--- config.mk ---
export PLATFORM = sky130hd
export DESIGN_NAME = fifo_wr_arbiter
export DESIGN_NICKNAME = d
export VERILOG_FILES = /design/src/rtl/fifo_wr_arbiter.sv
export SDC_FILE = /design/constraint.sdc
export NUM_CORES = 1
export LEC_CHECK = 0
export ABC_AREA = 0
export BUFFER_PORTS_ARGS = -buffer_cell sky130_fd_sc_hd__buf_2
export CAP_MARGIN = 20
export CORE_MARGIN = 3
export CORE_UTILIZATION = 49
export DETAILED_ROUTE_END_ITERATION = 8
export PLACE_DENSITY = 0.8
export SYNTH_ARGS = -nofsm -noshare
export SYNTH_HDL_FRONTEND = slang
export SYNTH_SLANG_ARGS = --single-unit
--- constraint.sdc ---
create_clock -name clk_i -period 3.2 [get_ports clk_i]
set_input_delay 0.64 -clock clk_i [delete_from_list [all_inputs] [get_ports clk_i]]
set_output_delay 0.64 -clock clk_i [all_outputs]
set_load 0.1 [all_outputs]
--- src/rtl/fifo_wr_arbiter.sv ---
// Round-robin arbiter sharing one sync-FIFO write port among NUM_REQ requesters, bounded bursts.
// Grant registered one cycle after request; writes gated combinationally by full_i (stall holds ownership).
module fifo_wr_arbiter #(
    parameter int WIDTH     = 4,
    parameter int NUM_REQ   = 4,
    parameter int MAX_BURST = 4
) (
    input  logic                     clk_i,
    input  logic                     rst_i,
    input  logic [NUM_REQ-1:0]       req_i,
    input  logic [NUM_REQ*WIDTH-1:0] wdata_i,
    input  logic                     full_i,
    output logic [NUM_REQ-1:0]       gnt_o,
    output logic [NUM_REQ-1:0]       ack_o,
    output logic                     wr_en_o,
    output logic [WIDTH-1:0]         wdata_o,
    output logic                     busy_o,
    output logic [7:0]               stall_cnt_o
);

    localparam int IW = (NUM_REQ > 1) ? $clog2(NUM_REQ) : 1;
    localparam int BW = (MAX_BURST > 1) ? $clog2(MAX_BURST) : 1;
    localparam logic [IW-1:0] LAST_RST  = IW'(NUM_REQ - 1);
    localparam logic [BW-1:0] BURST_END = BW'(MAX_BURST - 1);

    typedef enum logic {S_IDLE, S_OWN} state_t;

    state_t             r_state;
    state_t             w_state_nxt;
    logic [IW-1:0]      r_owner;
    logic [IW-1:0]      r_last;
    logic [BW-1:0]      r_burst;
    logic [7:0]         r_stall;
    logic [NUM_REQ-1:0] r_gnt;

    logic [IW-1:0]      w_pick;
    logic [IW-1:0]      w_cand;
    logic               w_found;
    int                 w_idx;
    logic               w_owner_req;
    logic               w_wr;
    logic               w_stall;
    logic               w_end;

    // Walk from farthest to nearest so the candidate closest to last+1 wins.
    always_comb begin
        w_pick  = r_last;
        w_found = 1'b0;
        w_idx   = 0;
        w_cand  = '0;
        for (int i = NUM_REQ; i >= 1; i--) begin
            w_idx  = (int'(r_last) + i) % NUM_REQ;
            w_cand = IW'(w_idx);
            if (req_i[w_cand]) begin
                w_pick  = w_cand;
                w_found = 1'b1;
            end
        end
    end

    assign w_owner_req = req_i[r_owner];
    assign w_wr        = (r_state == S_OWN) & w_owner_req & ~full_i & ~rst_i;
    assign w_stall     = (r_state == S_OWN) & w_owner_req & full_i;
    assign w_end       = (r_state == S_OWN) & (~w_owner_req | (w_wr & (r_burst == BURST_END)));

    always_comb begin
        w_state_nxt = r_state;
        case (r_state)
            S_IDLE:  if (w_found) w_state_nxt = S_OWN;
            S_OWN:   if (w_end)   w_state_nxt = S_IDLE;
            default: w_state_nxt = S_IDLE;
        endcase
    end

    always_comb begin
        ack_o   = '0;
        wdata_o = '0;
        if (r_state == S_OWN) wdata_o = wdata_i[int'(r_owner)*WIDTH +: WIDTH];
        if (w_wr)             ack_o[r_owner] = 1'b1;
    end

    assign wr_en_o     = w_wr;
    assign busy_o      = (r_state == S_OWN);
    assign gnt_o       = r_gnt;
    assign stall_cnt_o = r_stall;

    always_ff @(posedge clk_i) begin
        if (rst_i) begin
            r_state <= S_IDLE;
            r_owner <= '0;
            r_last  <= LAST_RST;
            r_burst <= '0;
            r_stall <= '0;
            r_gnt   <= '0;
        end else begin
            r_state <= w_state_nxt;
            if (r_state == S_IDLE && w_found) begin
                r_owner <= w_pick;
                r_burst <= '0;
                r_gnt   <= NUM_REQ'(1) << w_pick;
            end
            if (w_end) begin
                r_last <= r_owner;
                r_gnt  <= '0;
            end else if (w_wr) begin
                r_burst <= r_burst + 1'b1;
            end
            // A stall never ends a burst; only the counter moves.
            if (w_stall && r_stall != 8'hFF) r_stall <= r_stall + 8'd1;
        end
    end

endmodule
# ---- Word-level counts from Yosys, hierarchy flattened
# Cells that the tools add are included.
dict set report word_totals {
  reg_bits 19
}
dict set report classes {
  bitwise 11
  shift 2
  n_reduce_logical 4
  add_sub_neg 6
  n_eq_ne 2
  magnitude_cmp 6
  n_mux 28
}
# cell n
set op_table {}
lappend op_table {{indexed part select 16 x 5 -> 4 bit} 1}
lappend op_table {{< comparator 2 x 3 -> 1 bit, second input constant} 5}
lappend op_table {{2-to-1 mux 2 bit} 7}
lappend op_table {{2-to-1 mux 1 bit} 12}
lappend op_table {{binary-select mux 1 bit (select 2 bit)} 5}
lappend op_table {{adder 8 x 1 -> 8 bit, second input constant} 1}
lappend op_table {{2-to-1 mux 4 bit} 2}
lappend op_table {{!= test 8 bit, second input constant} 1}
lappend op_table {{adder 2 x 1 -> 2 bit, second input constant} 3}
lappend op_table {{AND 1 bit} 6}
lappend op_table {{adder 2 bit, second input constant} 2}
lappend op_table {{inverter 1 bit} 4}
lappend op_table {{left shift 1 x 2 -> 4 bit, first input constant} 1}
lappend op_table {{logical AND 1 bit} 3}
lappend op_table {{demux 1 bit (select 2 bit)} 1}
lappend op_table {{== test 2 bit, second input constant} 1}
lappend op_table {{>= comparator 2 x 1 -> 1 bit, second input constant} 1}
lappend op_table {{one-hot mux 1 bit (2 select lines)} 1}
lappend op_table {{OR reduction 2 bit} 1}
lappend op_table {{OR 1 bit} 1}

# ---- Logic depth before layout (Yosys ltp)
# Gate-level depths: netlist of the first run.
dict set report logic_depth {
  word_depth 11
  mapped_depth 7
  mapped_depth_nobuf 6
}

# ---- Worst setup path before layout of the first run
# No wires, ideal clock.
dict set report synth_timing {
  kind {register to output}
  start {register r_state (netlist: busy_o)}
  end {output ack_o[2]}
  path_stages_with_launch 3
  arrival_time_ns 4.130
  n_path_buf 0
  setup_slack_ns -1.570
  t_required_ns 2.560
  cell_sequence {dfxtp_1 nand2_1 nor4_1}
}
dict set report synth_via {
  elab_chain_cells 4
}
# element line
set synth_rtl {}
lappend synth_rtl {{from (decl)} 28} ;# state_t r_state;
lappend synth_rtl {{from (signal assigned)} 96} ;# r_state <= w_state_nxt;
lappend synth_rtl {{AND 1 bit (3 in a row)} 62} ;# assign w_wr = (r_state == S_OWN) & w_owner_req & ~full_i & ~rst_i;
lappend synth_rtl {{2-to-1 mux 4 bit} 79} ;# if (w_wr) ack_o[r_owner] = 1'b1;
lappend synth_rtl {{to (decl)} 14} ;# output logic [NUM_REQ-1:0] ack_o,
# Every way passes these cells.

# ---- Final worst setup path of the first run
dict set report layout_timing {
  start {register r_owner[0]}
  end {output wr_en_o}
}
dict set report layout_via {
  elab_chain_cells 5
}
# element line
set layout_rtl {}
lappend layout_rtl {{from (decl)} 30} ;# logic [IW-1:0] r_owner;
lappend layout_rtl {{from (signal assigned)} 98} ;# r_owner <= w_pick;
lappend layout_rtl {{binary-select mux 1 bit (select 2 bit)} 61} ;# assign w_owner_req = req_i[r_owner];
lappend layout_rtl {{2-to-1 mux 1 bit (not written as such)} 61}
lappend layout_rtl {{AND 1 bit (3 in a row)} 62}
lappend layout_rtl {{to (decl)} 15} ;# output logic wr_en_o,
# Every way passes these cells. The select of a mux whose other input is x is not followed.

==> impl_metrics.toml, run 1 <==
[cts]
cts_resized = 0
htree_num_levels = 1
clock_tree.root_cell = "clkbuf_4"
cts_tree = "built"
clk_pin_slew_worst_paths_ns = 0.11
clock_path_buffers = 2
clk_latency_ns = 0.30
numCtsBuffers = 3
cts_hold_buf = 0
cts.sinks = 19
cts_setup_buffers = 0

[synthesis]
netlist_top_cells_count = "19 x dfxtp_1, 14 x nand2_1, 14 x nor2_1"
synth_simple_gate_area_share_pct = 32.1
yosys_most_used_dff = "dfxtp_1"
yosys.area.top_type = "dfxtp_1"
yosysTopAreaCellShare_pct = 32.5
synth_top_family_by_area = "simple AND/OR/NAND/NOR gates"
synthAdderAreaFrac_pct = 2.14
synth_edf_count = 0
yosys_warnings = 0
synth_seq_area_share_pct = 32.5
synth_area_per_cell_um2 = 8.99
synth_seq_cells = 19
synthArstFlopShare_pct = 0
synth_compound_area_share_pct = 13.2
synthCells = 130
yosysMostFrequentCell = "dfxtp_1"
synthesis.area_um2 = 1170
ys_top_cells_by_area = "dfxtp_1 33%, mux4_2 7.7%, nand2_1 4.5%"
post_synth_num_cell_types = 39
synthMuxAreaShare_pct = 11.1
post_synth_xor_area_fraction_pct = 4.50
syn_nets = 155

[die]
dieArea_um2 = 3010
initial_core_util_pct = 52.3
die_w_um = 54.8
die_h_um = 54.8
num_rows = 17
core_um2 = 2230
ios = 45

[global_route]
globalRoute.totalOverflow = 0
grt_max_degree = 23
track_usage_pct = 20.0
grt_pass1_wl_um = 4400
antenna_found_initial = 0
grt_use_met1_pct = 25.8
use_met2_pct = 34.1
first_global_vias = 1026
busiest_layer = "met2"
use_met3_pct = 2.45

[worst_hold_path]
worstHoldPathType = "reg -> reg"

[routing]
drcViolationCount = 0
wl_per_cell_um = 14.2
first_pass_iters = 4
ant_nets = 0
vias = 1097
vias_per_cell = 5.46
drt_iter0_markers = 12
routed_wl_um = 2850

[cells_and_area]
fin_cells = 201
drive_gt1_share_pct = 38.2
final_core_util_pct = 65.2
num-nets-final = 199
post-route-cell-area_um2 = 1460
antennaDiodeCount = 0
area_delta_synth_final_pct = 24.6
fillers = 203

[sta]
setup_viol_count_final = 0
slew_viol_final = 0
fin_skew_ns = 0.00363
setup_slack_ns = 0.320
finalHoldViolations = 0
tightest_slew_ns = 0.630
fin_crit_sh_pct = 90.0
period_needed_ns = 2.88
fin_tns_setup_ns = 0
whs_ns = 0.497
slew_headroom_pct = 57.8
rsz0062_at_grt = "no"
clock.fmax_mhz = 347

[placed_design]
placed_cells = 197
place_congestion = 0.786
numPortBuffers = 44
dpl_cell_area_um2 = 1430
hpwl_um = 2200
dpl_worst_slack_ns = 0.647

[power_and_ir_drop]
ir_worst_vdd_mv = 0.345
p_total_uw = 640
leakage_nw = 0.608
powerDensity_nw_per_um2 = 439

[setup_path]
critPathKind = "reg -> out"
arrival_ns = 2.24
critPathLaunchType = "flip-flop"
worstPathRequired_ns = 2.56
path_max_fanout = 12
endpoint_kind = "output port"

[status]
outcome = "finished, final reports clean"

[job]
maxCapViolations = 0
cell usage in the layout (no fill, tap or decap), types with 2 or more instances in the layout:
cell type and instances:
ha_1 2, a21oi_1 7, nand2_1 14, or2b_1 3, o21ai_0 3, nand3_1 2, nand3b_1 2, nor3_1 4
nor3b_1 2, clkbuf_4 3, dfxtp_1 19, inv_1 3, mux2i_1 4, and2_1 4, nor2_1 13, mux4_2 4
xnor2_1 6, nand2b_1 6, nor4_2 6, buf_2 44
logic make-up (layout without fill, tap and decap cells):
family          count (synthesis)  count (layout)
compound gates                 21              21
xor+xnor                        6               6
fa+ha+maj                       2               2
buf+inv                         9              52
flops                          19              19
mux                             8               8
simple gates                   65              65
worst max-delay path: stages, from the launching register on:
cell,delay [ns]
dfxtp_1,0.74
mux2i_1,0.20
o22a_1,0.40
nor3_4,0.16
buf_2,0.44
per-layer routing:
metal | routed length, um | share of wire (%) | vias to the layer above
li1 | - | - | 552
met1 | 1260 | 44 | 506
met2 | 1380 | 48 | 37
met3 | 202 | 7.1 | 2
met4 | 12 | 0.42 | 0
met5 | 0 | 0 | -
state kept, by name, summed over array words and instances (netlist names):
register / cells
r_owner: 2
busy_o: 1
r_last: 2
gnt_o: 4
stall_cnt_o: 8
r_burst: 2
worst paths after layout:
| kind | startpoint | end | slack (ns) | depth (start not counted) |
|---|---|---|---|---|
| setup / recovery | r_owner[0] | wr_en_o | 0.32 | 4 |
| hold / removal | r_burst[0] | r_burst[0] | 0.50 | 1 |
| setup reg to reg | r_owner[0] | stall_cnt_o[6] | 1.10 | 5 |
| hold reg to reg | r_burst[0] | r_burst[0] | 0.50 | 1 |
layout make-up:
type	count	area, um2	area share, %
clock buffers	3	22.5	1.55
clock inverters	1	5.00	0.344
inverters	3	11.3	0.773
multi-input cells	102	774	53.2
flip-flops and latches	19	380	26.1
well taps	28	35.0	2.41
repair buffers	45	228	15.6
where the power goes:
part | total (mW) | leakage [nW] | internal (mW) | switching, mW
sequential | 0.273 | 0.155 | 0.251 | 0.0220
clock | 0.124 | 0.0177 | 0.0466 | 0.0772
combinational | 0.243 | 0.435 | 0.0673 | 0.176
total | 0.640 | 0.608 | 0.365 | 0.275
No activity file was read; power rests on OpenSTA's default activity.
==> run 2: changes to the inputs <==
Settings changed: BUFFER_PORTS_ARGS -buffer_cell sky130_fd_sc_hd__buf_2 to -buffer_cell sky130_fd_sc_hd__buf_4, CORE_MARGIN 3 to 5, REMOVE_ABC_BUFFERS set to 1.
==> run 2 against run 1 <==
Net effect:
- largest power group unchanged
- non-clock buffer count is 1 lower
- die area grew 15%
- sequential share of layout area decreased by 1.2 points
- global-route usage is 3.2 points lower
- setup slack improved by 0.15 ns
- sequential power about the same
- total power rose by 1.3%
==> impl_metrics.toml, run 2 (synthesis results as in run 1) <==
[die]
die_h_um = 58.8
ios = 45
num_rows = 17
core_um2 = 2250
die_w_um = 58.8
initial_core_util_pct = 51.8
dieArea_um2 = 3460

[sta]
slew_headroom_pct = 55.8
setup_slack_ns = 0.475
fin_tns_setup_ns = 0
tightest_slew_ns = 0.660
finalHoldViolations = 0
fin_crit_sh_pct = 85.2
fin_skew_ns = 0.00790
slew_viol_final = 0
whs_ns = 0.485
rsz0062_at_grt = "no"
clock.fmax_mhz = 367
setup_viol_count_final = 0
period_needed_ns = 2.73

[routing]
drcViolationCount = 0
first_pass_iters = 4
vias = 1095
ant_nets = 0
routed_wl_um = 2840
vias_per_cell = 5.48
wl_per_cell_um = 14.2
drt_iter0_markers = 31

[cts]
htree_num_levels = 1
clk_latency_ns = 0.30
numCtsBuffers = 3
clk_pin_slew_worst_paths_ns = 0.12
cts_resized = 0
cts_hold_buf = 0
clock_tree.root_cell = "clkbuf_4"
clock_path_buffers = 2
cts.sinks = 19
cts_setup_buffers = 0
cts_tree = "built"

[worst_hold_path]
worstHoldPathType = "reg -> reg"

[global_route]
use_met2_pct = 30.1
track_usage_pct = 16.8
first_global_vias = 1049
globalRoute.totalOverflow = 0
antenna_found_initial = 0
grt_use_met1_pct = 19.9
grt_max_degree = 24
busiest_layer = "met2"
use_met3_pct = 4.82
grt_pass1_wl_um = 4570

[status]
outcome = "finished, final reports clean"

[setup_path]
arrival_ns = 2.09
critPathLaunchType = "flip-flop"
endpoint_kind = "output port"
worstPathRequired_ns = 2.56
critPathKind = "reg -> out"
path_max_fanout = 12

[cells_and_area]
final_core_util_pct = 67.6
antennaDiodeCount = 0
area_delta_synth_final_pct = 30.4
post-route-cell-area_um2 = 1520
mostFrequentLayoutCells = "44 x buf_4, 19 x dfxtp_1, 14 x nand2_1, 14 x nor2_1, 7 x a21oi_1"
drive_gt1_share_pct = 34.9
largest_reg_flops = 8
fin_cells = 200
final_common_cell = "buf_4"
num-nets-final = 198

[placed_design]
numPortBuffers = 44
hpwl_um = 2300
placed_cells = 196
dpl_cell_area_um2 = 1490
dpl_worst_slack_ns = 0.799
place_congestion = 0.845

[job]
maxCapViolations = 0

[power_and_ir_drop]
ir_worst_vdd_mv = 0.429
p_total_uw = 648
leakage_nw = 0.611
powerDensity_nw_per_um2 = 425
==> run 2: cell types whose count changed in the layout (fill, tap and decap cells not counted), moves of 2 or more <==
| cell | before | now |
|---|---|---|
| nor4_1 | 0 | 2 |
| buf_4 | 1 | 44 |
| nor4_2 | 6 | 4 |
| buf_2 | 44 | 0 |
==> run 2: critical path: stages, from the launching register on <==
cell	delay (ns)
dfxtp_1	0.69
mux2i_1	0.18
o22a_1	0.38
nor3_1	0.21
buf_4	0.32
==> run 2: power breakdown <==
group | internal [mW] | switching (mW) | total, mW
registers | 0.251 | 0.0211 | 0.272
logic | 0.0814 | 0.171 | 0.252
clock network | 0.0475 | 0.0762 | 0.124
==> run 2: path summary, 6_finish.rpt <==
check / start / to / slack [ns] / cells after the start
setup / recovery: r_owner[0] / wr_en_o / 0.47 / 4
setup reg to reg: r_owner[0] / stall_cnt_o[6] / 1.16 / 5
hold reg to reg: r_burst[0] / r_burst[0] / 0.49 / 1
hold / removal: r_burst[0] / r_burst[0] / 0.49 / 1
==> run 2: area by class of cell <==
type	instances	area, um2
clock buffer	3	22.5
sequential	19	380
fill	189	731
inverter	3	11.3
timing repair buffer	44	330
multi-input combinational	102	737
clock inverter	1	7.51
tap	28	35.0
==> run 2: routing by layer <==
metal	share of wire [%]	routed length (um)
met5	0	0
met4	1.2	33
met3	7.0	198
met2	50	1420
met1	42	1190
==> run 3: changes to the inputs <==
Settings changed: CORE_UTILIZATION 49 to 43, PLACE_DENSITY 0.8 to 0.74.
Clock period 3.2 ns to 2.4 ns, I/O delays scaled along.
==> run 3 against run 2 <==
Net effect:
- wire length increased by 6.0%
- flip-flop and latch count unchanged
- first-iteration DRC count increased by 65%
- total power increased by 36%
- combinational power increased by 37%
- sequential power increased by 34%
- design area increased by 2.1%
- core utilization decreased by 9.7 points
- largest cell class unchanged
- highest routed layer unchanged
==> impl_metrics.toml, run 3 (synthesis results as in run 1) <==
[routing]
wl_per_cell_um = 14.6
first_pass_iters = 4
vias = 1116
drt_iter0_markers = 51
drcViolationCount = 0
vias_per_cell = 5.42
routed_wl_um = 3010
ant_nets = 0

[power_and_ir_drop]
p_total_uw = 878
ir_worst_vdd_mv = 0.398
leakage_nw = 0.628
powerDensity_nw_per_um2 = 564

[cts]
numCtsBuffers = 3
cts_tree = "built"
cts.sinks = 19
clock_path_buffers = 2
clk_pin_slew_worst_paths_ns = 0.12
cts_setup_buffers = 0
cts_hold_buf = 0
clk_latency_ns = 0.30
clock_tree.root_cell = "clkbuf_4"
htree_num_levels = 1

[global_route]
use_met2_pct = 27.5
grt_pass1_wl_um = 5040
track_usage_pct = 15.5
grt_max_degree = 13
first_global_vias = 1103
globalRoute.totalOverflow = 0
grt_use_met1_pct = 17.8
antenna_found_initial = 0
use_met3_pct = 3.78
busiest_layer = "met2"

[sta]
finalHoldViolations = 0
period_needed_ns = 2.24
fin_skew_ns = 0.00433
whs_ns = 0.423
clock.fmax_mhz = 446
slew_headroom_pct = 63.2
rsz0062_at_grt = "no"
fin_crit_sh_pct = 93.4
slew_viol_final = 0
tightest_slew_ns = 0.548
setup_slack_ns = 0.158
setup_viol_count_final = 0
fin_tns_setup_ns = 0

[die]
core_um2 = 2690
dieArea_um2 = 3860
num_rows = 19
initial_core_util_pct = 43.5
ios = 45
die_h_um = 62.1
die_w_um = 62.1

[worst_hold_path]
hold_end = "busy_o"
hold_start = "rst_i"
min_path_cells = 2
worstHoldPathType = "in -> reg"

[cells_and_area]
num-nets-final = 201
drive_gt1_share_pct = 37.1
largest_reg_flops = 8
area_delta_synth_final_pct = 33.2
final_common_cell = "buf_4"
antennaDiodeCount = 0
post-route-cell-area_um2 = 1560
mostFrequentLayoutCells = "46 x buf_4, 16 x dfxtp_1, 14 x nand2_1, 14 x nor2_1, 7 x a21oi_1"

[setup_path]
worstPathRequired_ns = 1.92
path_cells = "mux4_2 > and2_1 > buf_4"
critPathKind = "reg -> out"
path_max_fanout = 12
endpoint_kind = "output port"
arrival_ns = 1.76
reg2reg_depth = 6
crit_path_top_delay_cell = "dfxtp_2"
critPathLaunchType = "flip-flop"
reg2reg_from = "r_owner[0]"
max_stage_delay_ns = 0.53
rr_endpoint = "stall_cnt_o[6]"
rrSetupSlack_ns = 0.64

[job]
maxCapViolations = 0

[status]
outcome = "finished, final reports clean"

[placed_design]
hpwl_um = 2440
dpl_worst_slack_ns = 0.301
place_congestion = 0.927
numPortBuffers = 44
dpl_cell_area_um2 = 1520
## run 3: cell count changes in the layout (fill, tap and decap cells not counted)
cell / change
buf_4: +2
clkinvlp_4: -1
dfxtp_2: +3
clkbuf_1: +1
clkbuf_8: +1
dfxtp_1: -3
## run 3: final cells by class
cell class              count  area (um2)
flip-flops and latches     19         384
multi-input cells         102         737
well taps                  31        38.8
fillers                   253        1130
repair buffers             47         359
clock buffers               4        26.3
inverters                   3        11.3
## run 3: repair_timing
action | in CTS | in global routing
setup endpoints to repair | 4 | 1
resized for setup | 1 | 3
gates cloned | 0 | 0
## run 3: report_power, final
group,internal (mW),switching [mW]
sequential,0.336,0.0293
combinational,0.115,0.229
clock,0.0647,0.105
## run 3: critical path, delay by kind of cell, from the launching register on
family	cells	cell delay [ns]
buffers and inverters	1	0.23
flip-flops	1	0.53
AND/OR/NAND/NOR	1	0.17
multiplexers	1	0.53
## run 3: worst max path at each step
| stage | start | endpoint |
|---|---|---|
| after floorplan | busy_o | ack_o[2] |
| after global placement | r_owner[0] | wdata_o[3] |
| after detailed placement | r_owner[0] | wdata_o[3] |
| after CTS | busy_o | ack_o[0] |
| after global routing | r_owner[1] | ack_o[0] |
| final | r_owner[0] | wdata_o[3] |
## run 3: per-stage QoR
step | utilization, % | instances
detailed placement | 56.6 | 202
global placement | 56.6 | 202
floorplan | - | 124
CTS | 57.6 | 206
finish | 57.9 | 206
global route | 57.9 | 206
## run 3: per-layer routing
layer / vias up / share of wire, %
met4: 0 / 0.83
met2: 40 / 52
met3: 4 / 7.4
met1: 518 / 40
li1: 554 / -
met5: - / 0
